--- src/rtl/fetch_buffer_unit.sv ---
// fetch_buffer_unit: credit-based instruction fetch queue between imem and decode
module fetch_buffer_unit #(
  parameter int          FETCH_WORDS     = 2,
  parameter int          ISSUE_W         = 2,
  parameter int          QWORDS          = 8,
  parameter int          MAX_OUTSTANDING = 2,
  parameter logic [31:0] RESET_PC        = 32'h0
) (
  input  logic                         clk,
  input  logic                         rst_n,
  output logic                         imem_req_valid,
  input  logic                         imem_req_ready,
  output logic [31:0]                  imem_req_addr,
  input  logic                         imem_rsp_valid,
  input  logic [FETCH_WORDS*32-1:0]    imem_rsp_data,
  input  logic                         redirect_valid,
  input  logic [31:0]                  redirect_pc,
  output logic [ISSUE_W-1:0]           out_valid,
  output logic [ISSUE_W*32-1:0]        out_inst,
  output logic [31:0]                  out_pc,
  input  logic [$clog2(ISSUE_W+1)-1:0] issue_count
);
  localparam int QA = $clog2(QWORDS);
  localparam int CW = QA + 1;
  localparam int IW = $clog2(MAX_OUTSTANDING + 1);
  localparam int BW = $clog2(FETCH_WORDS) + 2;
  localparam int SW = FETCH_WORDS > 1 ? $clog2(FETCH_WORDS) : 1;
  localparam logic [31:0] BMASK = ~32'(FETCH_WORDS*4 - 1);

  logic [31:0]   fetch_pc, head_pc;
  logic [QA-1:0] rd, wr;
  logic [CW-1:0] count, enq_n;
  logic [IW-1:0] inflight, drop_cnt;
  logic [SW-1:0] skip, redir_skip;
  logic [31:0]   free_w, need_w;
  logic          req_fire, enq;
  logic [31:0]   q [QWORDS];

  // credits: a request is only sent if every outstanding response still fits
  assign free_w         = 32'(QWORDS) - 32'(count);
  assign need_w         = (32'(inflight) + 32'd1) * 32'(FETCH_WORDS);
  assign imem_req_valid = rst_n && !redirect_valid && (32'(inflight) < 32'(MAX_OUTSTANDING)) && (free_w >= need_w);
  assign imem_req_addr  = fetch_pc;
  assign req_fire       = imem_req_valid && imem_req_ready;
  assign enq            = imem_rsp_valid && drop_cnt == '0 && !redirect_valid;
  assign enq_n          = enq ? CW'(FETCH_WORDS) - CW'(skip) : '0;
  assign redir_skip     = SW'(redirect_pc[BW-1:0] >> 2);
  assign out_pc         = head_pc;

  // present the oldest ISSUE_W queue words; empty slots read as zero
  always_comb begin
    out_valid = '0;
    out_inst  = '0;
    for (int i = 0; i < ISSUE_W; i++) begin
      out_valid[i]        = count > CW'(i);
      out_inst[32*i +: 32] = out_valid[i] ? q[rd + QA'(i)] : '0;
    end
  end

  // word storage: the first bundle after a redirect skips words before the target
  always_ff @(posedge clk)
    for (int k = 0; k < FETCH_WORDS; k++)
      if (enq && k >= int'(skip)) q[wr + QA'(k) - QA'(skip)] <= imem_rsp_data[32*k +: 32];

  // pointers, counters and PCs; a redirect overrides issue and enqueue
  always_ff @(posedge clk or negedge rst_n)
    if (!rst_n) begin
      fetch_pc <= RESET_PC & BMASK;
      head_pc  <= {RESET_PC[31:2], 2'b00};
      rd       <= '0;
      wr       <= '0;
      count    <= '0;
      inflight <= '0;
      drop_cnt <= '0;
      skip     <= '0;
    end else begin
      fetch_pc <= redirect_valid ? redirect_pc & BMASK : req_fire ? fetch_pc + 32'(FETCH_WORDS*4) : fetch_pc;
      head_pc  <= redirect_valid ? {redirect_pc[31:2], 2'b00} : head_pc + (32'(issue_count) << 2);
      rd       <= redirect_valid ? '0 : rd + QA'(issue_count);
      wr       <= redirect_valid ? '0 : wr + enq_n[QA-1:0];
      count    <= redirect_valid ? '0 : count + enq_n - CW'(issue_count);
      inflight <= inflight + IW'(req_fire) - IW'(imem_rsp_valid);
      drop_cnt <= redirect_valid ? inflight - IW'(imem_rsp_valid) :
                  (imem_rsp_valid && drop_cnt != '0) ? drop_cnt - IW'(1) : drop_cnt;
      skip     <= redirect_valid ? redir_skip : enq ? '0 : skip;
    end
endmodule

--- config.mk ---
export PLATFORM = sky130hd
export DESIGN_NAME = fetch_buffer_unit
export DESIGN_NICKNAME = d
export VERILOG_FILES = /design/src/rtl/fetch_buffer_unit.sv
export SDC_FILE = /design/constraint.sdc
export NUM_CORES = 1
export LEC_CHECK = 0
export CORE_MARGIN = 2
export CORE_UTILIZATION = 30
export CTS_CLUSTER_SIZE = 40
export DETAILED_ROUTE_END_ITERATION = 7
export SLEW_MARGIN = 25
export SYNTH_ARGS = -nofsm -noshare
export SYNTH_HDL_FRONTEND = slang
export SYNTH_SLANG_ARGS = --single-unit
--- constraint.sdc ---
create_clock -name clk -period 3.9 [get_ports clk]
set_clock_uncertainty 0.1 [all_clocks]
set_input_delay 0.975 -clock clk [delete_from_list [all_inputs] [get_ports clk]]
set_output_delay 0.975 -clock clk [all_outputs]
set_load 0.005 [all_outputs]
======== Yosys cells after proc, flatten, opt, wreduce, memory -nomap -nowiden ========
Memories as Yosys holds them, arrays and structs flattened.
Index checks and enable logic that the tools add are counted.
operators by class
  $add $sub $neg .......................... 17
  $lt $le $gt $ge ......................... 5
  multiplexer cells ....................... 17
  reduce and logical (&&, ||, !) cells .... 14
operators by type and width
  operator                 count
  $mux W32                 5
  $add A32 B4 Y32          1
  $add A32 B4 Y32 const B  1
  $ge A32 B4 Y1            1
  $gt A4 B1 Y1 const B     2
  $logic_and A1 B1 Y1      8
  $mux W4                  2
  $reduce_bool A2 Y1       4
  $add A3 B1 Y3 const B    2
  $mux W1                  6
  $mux W3                  2
  $sub A3 B1 Y3            2
  $sub A4 B4 Y5 const A    1
  $add A4 B4 Y4            1
  $mux W2                  2
  $sub A2 B1 Y2            2
  $sub A4 B2 Y4            1
  $add A2 B1 Y3 const B    1
  $add A3 B2 Y3            1
  $add A3 B3 Y3            1
  $sub A2 B1 Y3 const A    1
  $add A2 B1 Y2            1
  $logic_not A2 Y1         1
  $lt A2 B2 Y1 const B     1
  3 further kinds          3
storage, ports and cells
  flip-flop bits (word level) ............. 79
  RAM bits ................................ 256
  bits of input ports ..................... 103
  output and inout port bits .............. 131
  memories kept ........................... 1
memories
  name  words  width  rd ports  clocked after Yosys merged registers in  wr ports  RTL line  RTL
  q     8      32     2         0                                        2         37        logic [31:0] q [QWORDS];

======== Longest topological paths before layout ========
Gate-level depths: netlist (run 1).
  depth in word-level cells ............... 7
  mapped depth ............................ 14
  depth with buffers taken out ............ 13

======== Worst setup path after synthesis (run 1) ========
OpenSTA, ideal clock, no wires.
  path type ............................... in2reg
  start point ............................. input redirect_valid
  end point ............................... memory q[0][0], enable pin
  library setup time ...................... 433 ps
  arrival time ............................ 3,126 ps
  setup slack ............................. 242 ps
  cell stages on the path ................. 5
  path buffers ............................ 2
  cells stage by stage .................... buf_6 > and3b_1 > buf_2 > nand3_1 > o22ai_1
RTL lines
  what             RTL line  RTL
  start, declared  16        input logic redirect_valid,
  end, declared    37

======== Final worst setup path (run 1) ========
  start point ............................. register rd[1]
  end point ............................... output out_inst[59]
between the ends
  cells in the longest elaborated chain, start to end .. 3
ends and longest elaborated chain
  what                    RTL line  RTL
  start, declared         31        logic [QA-1:0] rd, wr;
  start signal, assigned  79        rd <= redirect_valid ? '0 : rd + QA'(issue_count);
  $add A3 B1 Y3           56        out_inst[32*i +: 32] = out_valid[i] ? q[rd + QA'(i)] : '0;
  $mem_v2 Z8 W32          --
  $mux W32                56
  end, declared           19        output logic [ISSUE_W*32-1:0] out_inst,
No other way between the ends.

==> impl_metrics.csv, run 1 <==
group,metric,value,unit
setup_path,worst_setup_path_end_kind,"output pin",
global_route,gr-usage-met1,0.2267,
floorplanning,die_x,259.7,um
clock_tree,cts_sinks,330,
timing,fin_crit_sh,0.9878,
power_and_ir_drop,cellLeakagePower,0.008430,uW
placement,place.gp.congestion,0.8069,
status,outcome,"finished, final reports clean",
drt,vias,13240,
setup_path,critPathRequiredTime,2820,ps
yosys,synth_cell_types,61,
global_route,grt.busiest_layer,"met2",
drt,drt_iter0_markers,956,
global_route,grt_pass1_vias,14030,
setup_path,path_max_fanout,31,
global_route,grt_max_degree,70,
yosys,yosysSeqAreaShare,0.4864,
yosys,avgSynthCellArea,14.21,um^2
timing,fmax,259.6,MHz
timing,rsz0062_at_grt,"yes",
global_route,antenna_found_initial,7,
power_and_ir_drop,pwr_density_cell,492.2,nW/um^2
clock_tree,postCtsSetupBuffers,0,
yosys,synth.cell_area,19610,um^2
yosys,synth_warnings,0,
floorplanning,start_util,0.3037,
global_route,use_met3,0.02885,
drt,firstDrtPassIters,7,
yosys,synth_seq_cells,330,
global_route,grt_use_total,0.1779,
setup_path,critical_path_arrival,2780,ps
setup_path,crit_family,"buffers and inverters",
timing,maxSlewHeadroom,0.4752,
placement,hpwl,38690,um
cells_and_area,area_delta_synth_final,26.39,%
floorplanning,std_cell_rows,93,
floorplanning,core_area,64580,um^2
clock_tree,root_buffer,"clkbuf_16",
timing,worst_hold_slack,195.4,ps
placement,io_buffers,226,
drt,viasPerCell,5.282,
timing,setup_viol,0,
placement,pre_cts_ws,307.5,ps
drt,wl,60110,um
floorplanning,die_area,67430,um^2
global_route,use_met2,0.3087,
clock_tree,cts_htree_levels,2,
cells_and_area,nets,1755,
clock_tree,ctsLongestPathBuffers,3,
timing,final-max-slew-violation-count,0,
timing,layout_min_cycle_time,3852,ps
timing,tightestPinTransition,787.2,ps
setup_path,start_kind,"flip-flop",
setup_path,cpMaxStageDelayCell,"dfrtp_4",
drt,antenna_left,0,
job,maxCapViolCount,0,
global_route,grt_pass1_wl,89910,um
clock_tree,clk_latency,550,ps
hold_path,hold_path_class,"input port to async pin",
yosys,synth-edff-count,256,
floorplanning,fp.dieH,259.7,um
setup_path,r2r_slack,830,ps
timing,timing.final.ws_setup,47.50,ps
timing,hold_viol,0,
setup_path,worstSetupPathType,"flip-flop to output pin",
clock_tree,path_clk_slew,60,ps
clock_tree,numCtsBuffers,41,
setup_path,cpPeakStageDelay,540,ps
global_route,overflow,0,
clock_tree,cts_tree,"yes",
setup_path,critPathBufInv,2,
yosys,synth_flop_cell,"edfxtp_1",
drt,routedWlPerCell,23.99,um
setup_path,crit_chain,"ha_4 -> buf_16 -> mux4_2 -> nand2_1 -> a21oi_2 -> clkdlybuf4s50_1",
cells_and_area,drive_above_1_share,0.3556,
power_and_ir_drop,ir_drop,496.7,uV
drt,drc,0,
yosys,synth_cells,1380,
yosys,async_flop_share,0.2242,
floorplanning,ioPinCount,234,
power_and_ir_drop,report.power.total,12200,uW
clock_tree,postCtsHoldBufs,0,
## area by class of cell
cell class | count | area (um^2)
diodes | 3 | 7.507
clock buffers | 54 | 1125
clock inverters | 17 | 187.7
fillers | 6016 | 39800
inverters | 32 | 120.1
multi-input cells | 924 | 9694
flip-flops and latches | 330 | 9549
well taps | 855 | 1070
repair buffers | 291 | 3032
## cell usage after synthesis, types with 6 or more instances
| master | instances | area (um^2) |
|---|---|---|
| nand2_1 | 105 | 394.1 |
| a31oi_1 | 6 | 37.54 |
| a21boi_0 | 6 | 45.04 |
| inv_1 | 32 | 120.1 |
| nor2b_1 | 8 | 50.05 |
| and3_1 | 6 | 37.54 |
| nand4_1 | 18 | 112.6 |
| and2_1 | 10 | 62.56 |
| mux2i_1 | 34 | 340.3 |
| nand3_1 | 23 | 115.1 |
| dfrtp_1 | 74 | 1852 |
| xnor2_1 | 27 | 236.5 |
| mux4_2 | 128 | 2883 |
| mux2_2 | 276 | 3108 |
| ha_1 | 27 | 337.8 |
| clkbuf_1 | 34 | 127.6 |
| a21oi_1 | 49 | 245.2 |
| a211oi_1 | 6 | 45.04 |
| buf_4 | 12 | 90.09 |
| xor2_1 | 30 | 262.8 |
| nand2b_1 | 10 | 62.56 |
| o21ai_0 | 12 | 60.06 |
| buf_1 | 8 | 30.03 |
| a2111oi_2 | 8 | 120.1 |
| edfxtp_1 | 256 | 7687 |
| and4_1 | 9 | 78.83 |
| nor2_1 | 59 | 221.5 |
| buf_2 | 43 | 215.2 |
## power breakdown
group          leakage (uW)  internal (uW)  switching, uW  total (uW)
Clock              0.000640           2280           1520        3810
Sequential          0.00317           4040            184        4220
Combinational       0.00462           2030           2140        4170
Total               0.00843           8350           3850       12200
## layer usage
layer,vias up,share of wire
met1,6915,0.42
met2,356,0.51
met3,107,0.050
met4,10,0.026
li1,5848,-
met5,-,0.0010
## metrics by stage
step	std cells	TNS, ps	util	instance area, um^2
after floorplan	1384	0	-	19630
after CTS	2503	-4.651	0.3833	24750
after global routing	2504	-151.0	0.3837	24780
final	2506	0	0.3838	24790
after detailed placement	2431	0	0.3615	23350
after global placement	2431	0	0.3615	23350
## flip-flops by register name, indices dropped and copies added (netlist names)
| register | flops |
|---|---|
| wr | 3 |
| drop_cnt | 2 |
| skip | 1 |
| rd | 3 |
| count | 4 |
| inflight | 2 |
| q | 256 |
| out_pc | 30 |
| imem_req_addr | 29 |
## layout by cell type (no fill, tap or decap), types with 29 or more instances in the layout
| cell type | Yosys | final |
|---|---|---|
| edfxtp_1 | 256 | 256 |
| nor2_1 | 59 | 57 |
| mux4_2 | 128 | 128 |
| clkdlybuf4s50_1 | 0 | 219 |
| xor2_1 | 30 | 29 |
| mux2i_1 | 34 | 34 |
| nand2_1 | 105 | 101 |
| mux2_2 | 276 | 276 |
| dfrtp_1 | 74 | 70 |
| inv_1 | 32 | 31 |
| clkbuf_16 | 0 | 41 |
| a21oi_1 | 49 | 32 |
| buf_4 | 12 | 46 |
## worst paths after layout
path,from,end,cells past startpoint
max,rd[1],out_inst[59],6
min reg2reg,inflight[0],inflight[0],1
max in group asynchronous,rst_n,out_pc[4],2
max reg2reg,skip,q[2][7],6
min in group clk,inflight[0],inflight[0],1
min,rst_n,rd[2],1
## logic make-up (layout without fill, tap and decap cells)
family / count (synthesis) / after routing / synth area share
and+or+nand+nor: 276 / 276 / 0.07102
other: 1 / 8 / 0.0001912
xor gates and xnor gates: 58 / 58 / 0.02629
adders and majority gates: 32 / 32 / 0.02233
muxes: 442 / 442 / 0.3251
AOI/OAI and AO/OA: 111 / 111 / 0.03828
DFF: 330 / 330 / 0.4864
buffers and inverters: 130 / 394 / 0.03031
## worst register-to-register path: stages, from the launching register on
cell and delay, ps:
dfrtp_1 460, inv_1 140, ha_1 210, ha_1 650, nand3_2 540, buf_4 410, mux2_2 310
## timing repair
action / 4_1_cts / 5_1_grt
pin swaps: 0 / 2
resized for setup: 18 / 11
endpoints found under the setup margin: 40 / 22
gates cloned: 1 / 0
Note: power is estimated with default switching activity, not from simulation.
==> run 2, diff against run 1 <==
Settings changed: ABC_CLOCK_PERIOD_IN_PS set to 3900, CORE_ASPECT_RATIO set to 2, CORE_UTILIZATION 30 to 29.
==> impl_metrics.csv, run 2 (synthesis results as in run 1) <==
group,metric,value,unit
power_and_ir_drop,power_frac_clock,0.286,
setup_path,crit_chain,"ha_4 -> buf_16 -> mux4_2 -> nand2_1 -> a21oi_2 -> clkdlybuf4s50_1",
setup_path,critPathRequiredTime,2820,ps
cells_and_area,area_delta_synth_final,27.08,%
clock_tree,cts_tree,"yes",
cells_and_area,final_cell_mix,"276 x mux2_2, 256 x edfxtp_1, 208 x clkdlybuf4s50_1, 128 x mux4_2, 100 x nand2_1",
setup_path,timing.rr.end,"imem_req_addr[12]",
cells_and_area,drive_above_1_share,0.3616,
drt,wl,64240,um
power_and_ir_drop,seq_power_share,0.352,
cells_and_area,utilization,0.3725,
power_and_ir_drop,cellLeakagePower,0.008567,uW
drt,vias,13310,
floorplanning,start_util,0.2931,
timing,maxSlewHeadroom,0.2534,
setup_path,worst_setup_path_end_kind,"output pin",
setup_path,critical_path_arrival,2820,ps
power_and_ir_drop,p_switching,3914,uW
cells_and_area,mostFrequentLayoutCell,"mux2_2",
setup_path,r2r_slack,640,ps
cells_and_area,regMostFlops,"q",
cells_and_area,largest_reg_flops,256,
setup_path,worstSetupPathType,"flip-flop to output pin",
global_route,grt_max_degree,73,
timing,tightestPinTransition,1092,ps
floorplanning,std_cell_rows,134,
setup_path,crit_start,"rd[0]",
global_route,grt_pass1_vias,14490,
cells_and_area,fillCellCount,6362,
clock_tree,clk_latency,550,ps
floorplanning,ioPinCount,234,
global_route,overflow,0,
timing,fin_crit_sh,0.9977,
clock_tree,root_buffer,"clkbuf_16",
drt,viasPerCell,5.246,
setup_path,cpPeakStageDelay,570,ps
setup_path,timing.rr.start,"count[1]",
clock_tree,cts_sinks,330,
clock_tree,postCtsHoldBufs,0,
floorplanning,die_area,69840,um^2
drt,firstDrtPassIters,6,
timing,rsz0062_at_grt,"yes",
power_and_ir_drop,power.internal,8091,uW
status,outcome,"finished, final reports clean",
setup_path,cpMaxStageDelayCell,"clkdlybuf4s50_1",
power_and_ir_drop,p_sw_frac,0.3260,
timing,setup_viol,0,
placement,hpwl,42870,um
global_route,grt_pass1_wl,94020,um
floorplanning,core_area,66900,um^2
timing,layout_min_cycle_time,3891,ps
clock_tree,numCtsBuffers,36,
cells_and_area,regArea,9550,um^2
timing,worst_hold_slack,225.8,ps
power_and_ir_drop,pwr-share-comb,0.362,
timing,finalSetupTns,0,ps
floorplanning,fp.dieH,371.8,um
setup_path,start_kind,"flip-flop",
drt,antenna_left,0,
cells_and_area,nets,1758,
global_route,antenna_found_initial,6,
clock_tree,cts_htree_levels,2,
clock_tree,path_clk_slew,70,ps
timing,final-max-slew-violation-count,0,
cells_and_area,multi_input_area,9753,um^2
drt,routedWlPerCell,25.32,um
timing,fmax,257.0,MHz
clock_tree,ctsLongestPathBuffers,3,
hold_path,hold_path_class,"input port to async pin",
drt,drc,0,
setup_path,rr_worst_depth,11,
floorplanning,die_x,187.9,um
setup_path,path_max_fanout,15,
placement,place.gp.congestion,0.8851,
drt,drt_iter0_markers,600,
placement,io_buffers,226,
power_and_ir_drop,ir_drop,396.2,uV
timing,hold_viol,0,
power_and_ir_drop,pwr_density_cell,481.7,nW/um^2
global_route,grt_use_total,0.1829,
job,maxCapViolCount,0,
-- run 2: cell types whose count changed in the layout (fill, tap and decap cells not counted), sizes merged, moves of 2 or more --
cell,change
clkbuf,-6
clkdlybuf4s50,-11
dlygate4sd2,+2
dlymetal6s2s,+9
buf,+8
inv,-2
clkinv,+4
bufinv,-2
-- run 2: power by group through the flow --
| stage | clock network [uW] | logic [uW] | registers, uW |
|---|---|---|---|
| after CTS | 3520 | 4420 | 4230 |
| after detailed placement | 0 | 4230 | 4300 |
| after floorplan | 0 | 2120 | 4240 |
| final | 3430 | 4350 | 4230 |
| after global placement | 0 | 4210 | 4280 |
| after global routing | 3630 | 4680 | 4250 |
-- run 2: per-stage QoR --
step           power (uW)  setup WS, ps  std cells  area [um^2]
2_1_floorplan        6350         241.5       1384        19630
3_3_place_gp         8489         3.819       2465        23530
3_5_place_dp         8532         65.06       2465        23530
4_1_cts             12160        -62.30       2535        24880
5_1_grt             12560        -29.13       2537        24920
6_report            12010         9.152       2537        24920
-- run 2: worst max path at each step --
stage | endpoint | slack, ps | cells past startpoint
finish | out_inst[44] | 9 | 6
floorplan | q[0][0] | 240 | 5
detailed placement | imem_req_addr[12] | 70 | 7
CTS | out_inst[63] | -60 | 6
global placement | imem_req_addr[12] | 4 | 7
global route | out_inst[44] | -30 | 6
-- run 2: timing repair --
| action | in CTS | in global routing |
|---|---|---|
| setup endpoints to repair | 34 | 24 |
| gates resized for setup | 31 | 23 |
| cloned | 2 | 0 |
| pin swaps | 1 | 3 |
| hold endpoints to repair | 0 | 0 |
| buffers inserted | 2 | 1 |
-- run 2: cell type report --
type | count | share of cell area
Antenna cell | 2 | 0.0002008
Tap cell | 884 | 0.04438
Clock inverter | 18 | 0.006176
Timing Repair Buffer | 299 | 0.1293
Multi-Input combinational cell | 924 | 0.3914
Sequential cell | 330 | 0.3832
Clock buffer | 48 | 0.04047
Inverter | 32 | 0.004820
-- run 2: per-layer routing --
metal / part of all wire / track usage
met5: 0.00059 / 0
met4: 0.034 / 0.06981
met3: 0.043 / 0.02652
met2: 0.56 / 0.3551
met1: 0.37 / 0.1979
-- run 2: worst max-delay path: cells and delay by family (launching register included) --
| kind | cells | cell delay, ps |
|---|---|---|
| buf+inv | 2 | 770 |
| fa+ha+maj | 1 | 400 |
| compound gates | 1 | 290 |
| simple gates | 1 | 70 |
| mux | 1 | 190 |
| flops | 1 | 540 |
==> run 3, diff against run 2 <==
Settings changed: SLEW_MARGIN 25 to 5.
==> results of run 3 <==
Same layout as run 2: the final DEF is identical, and so are final timing and power.
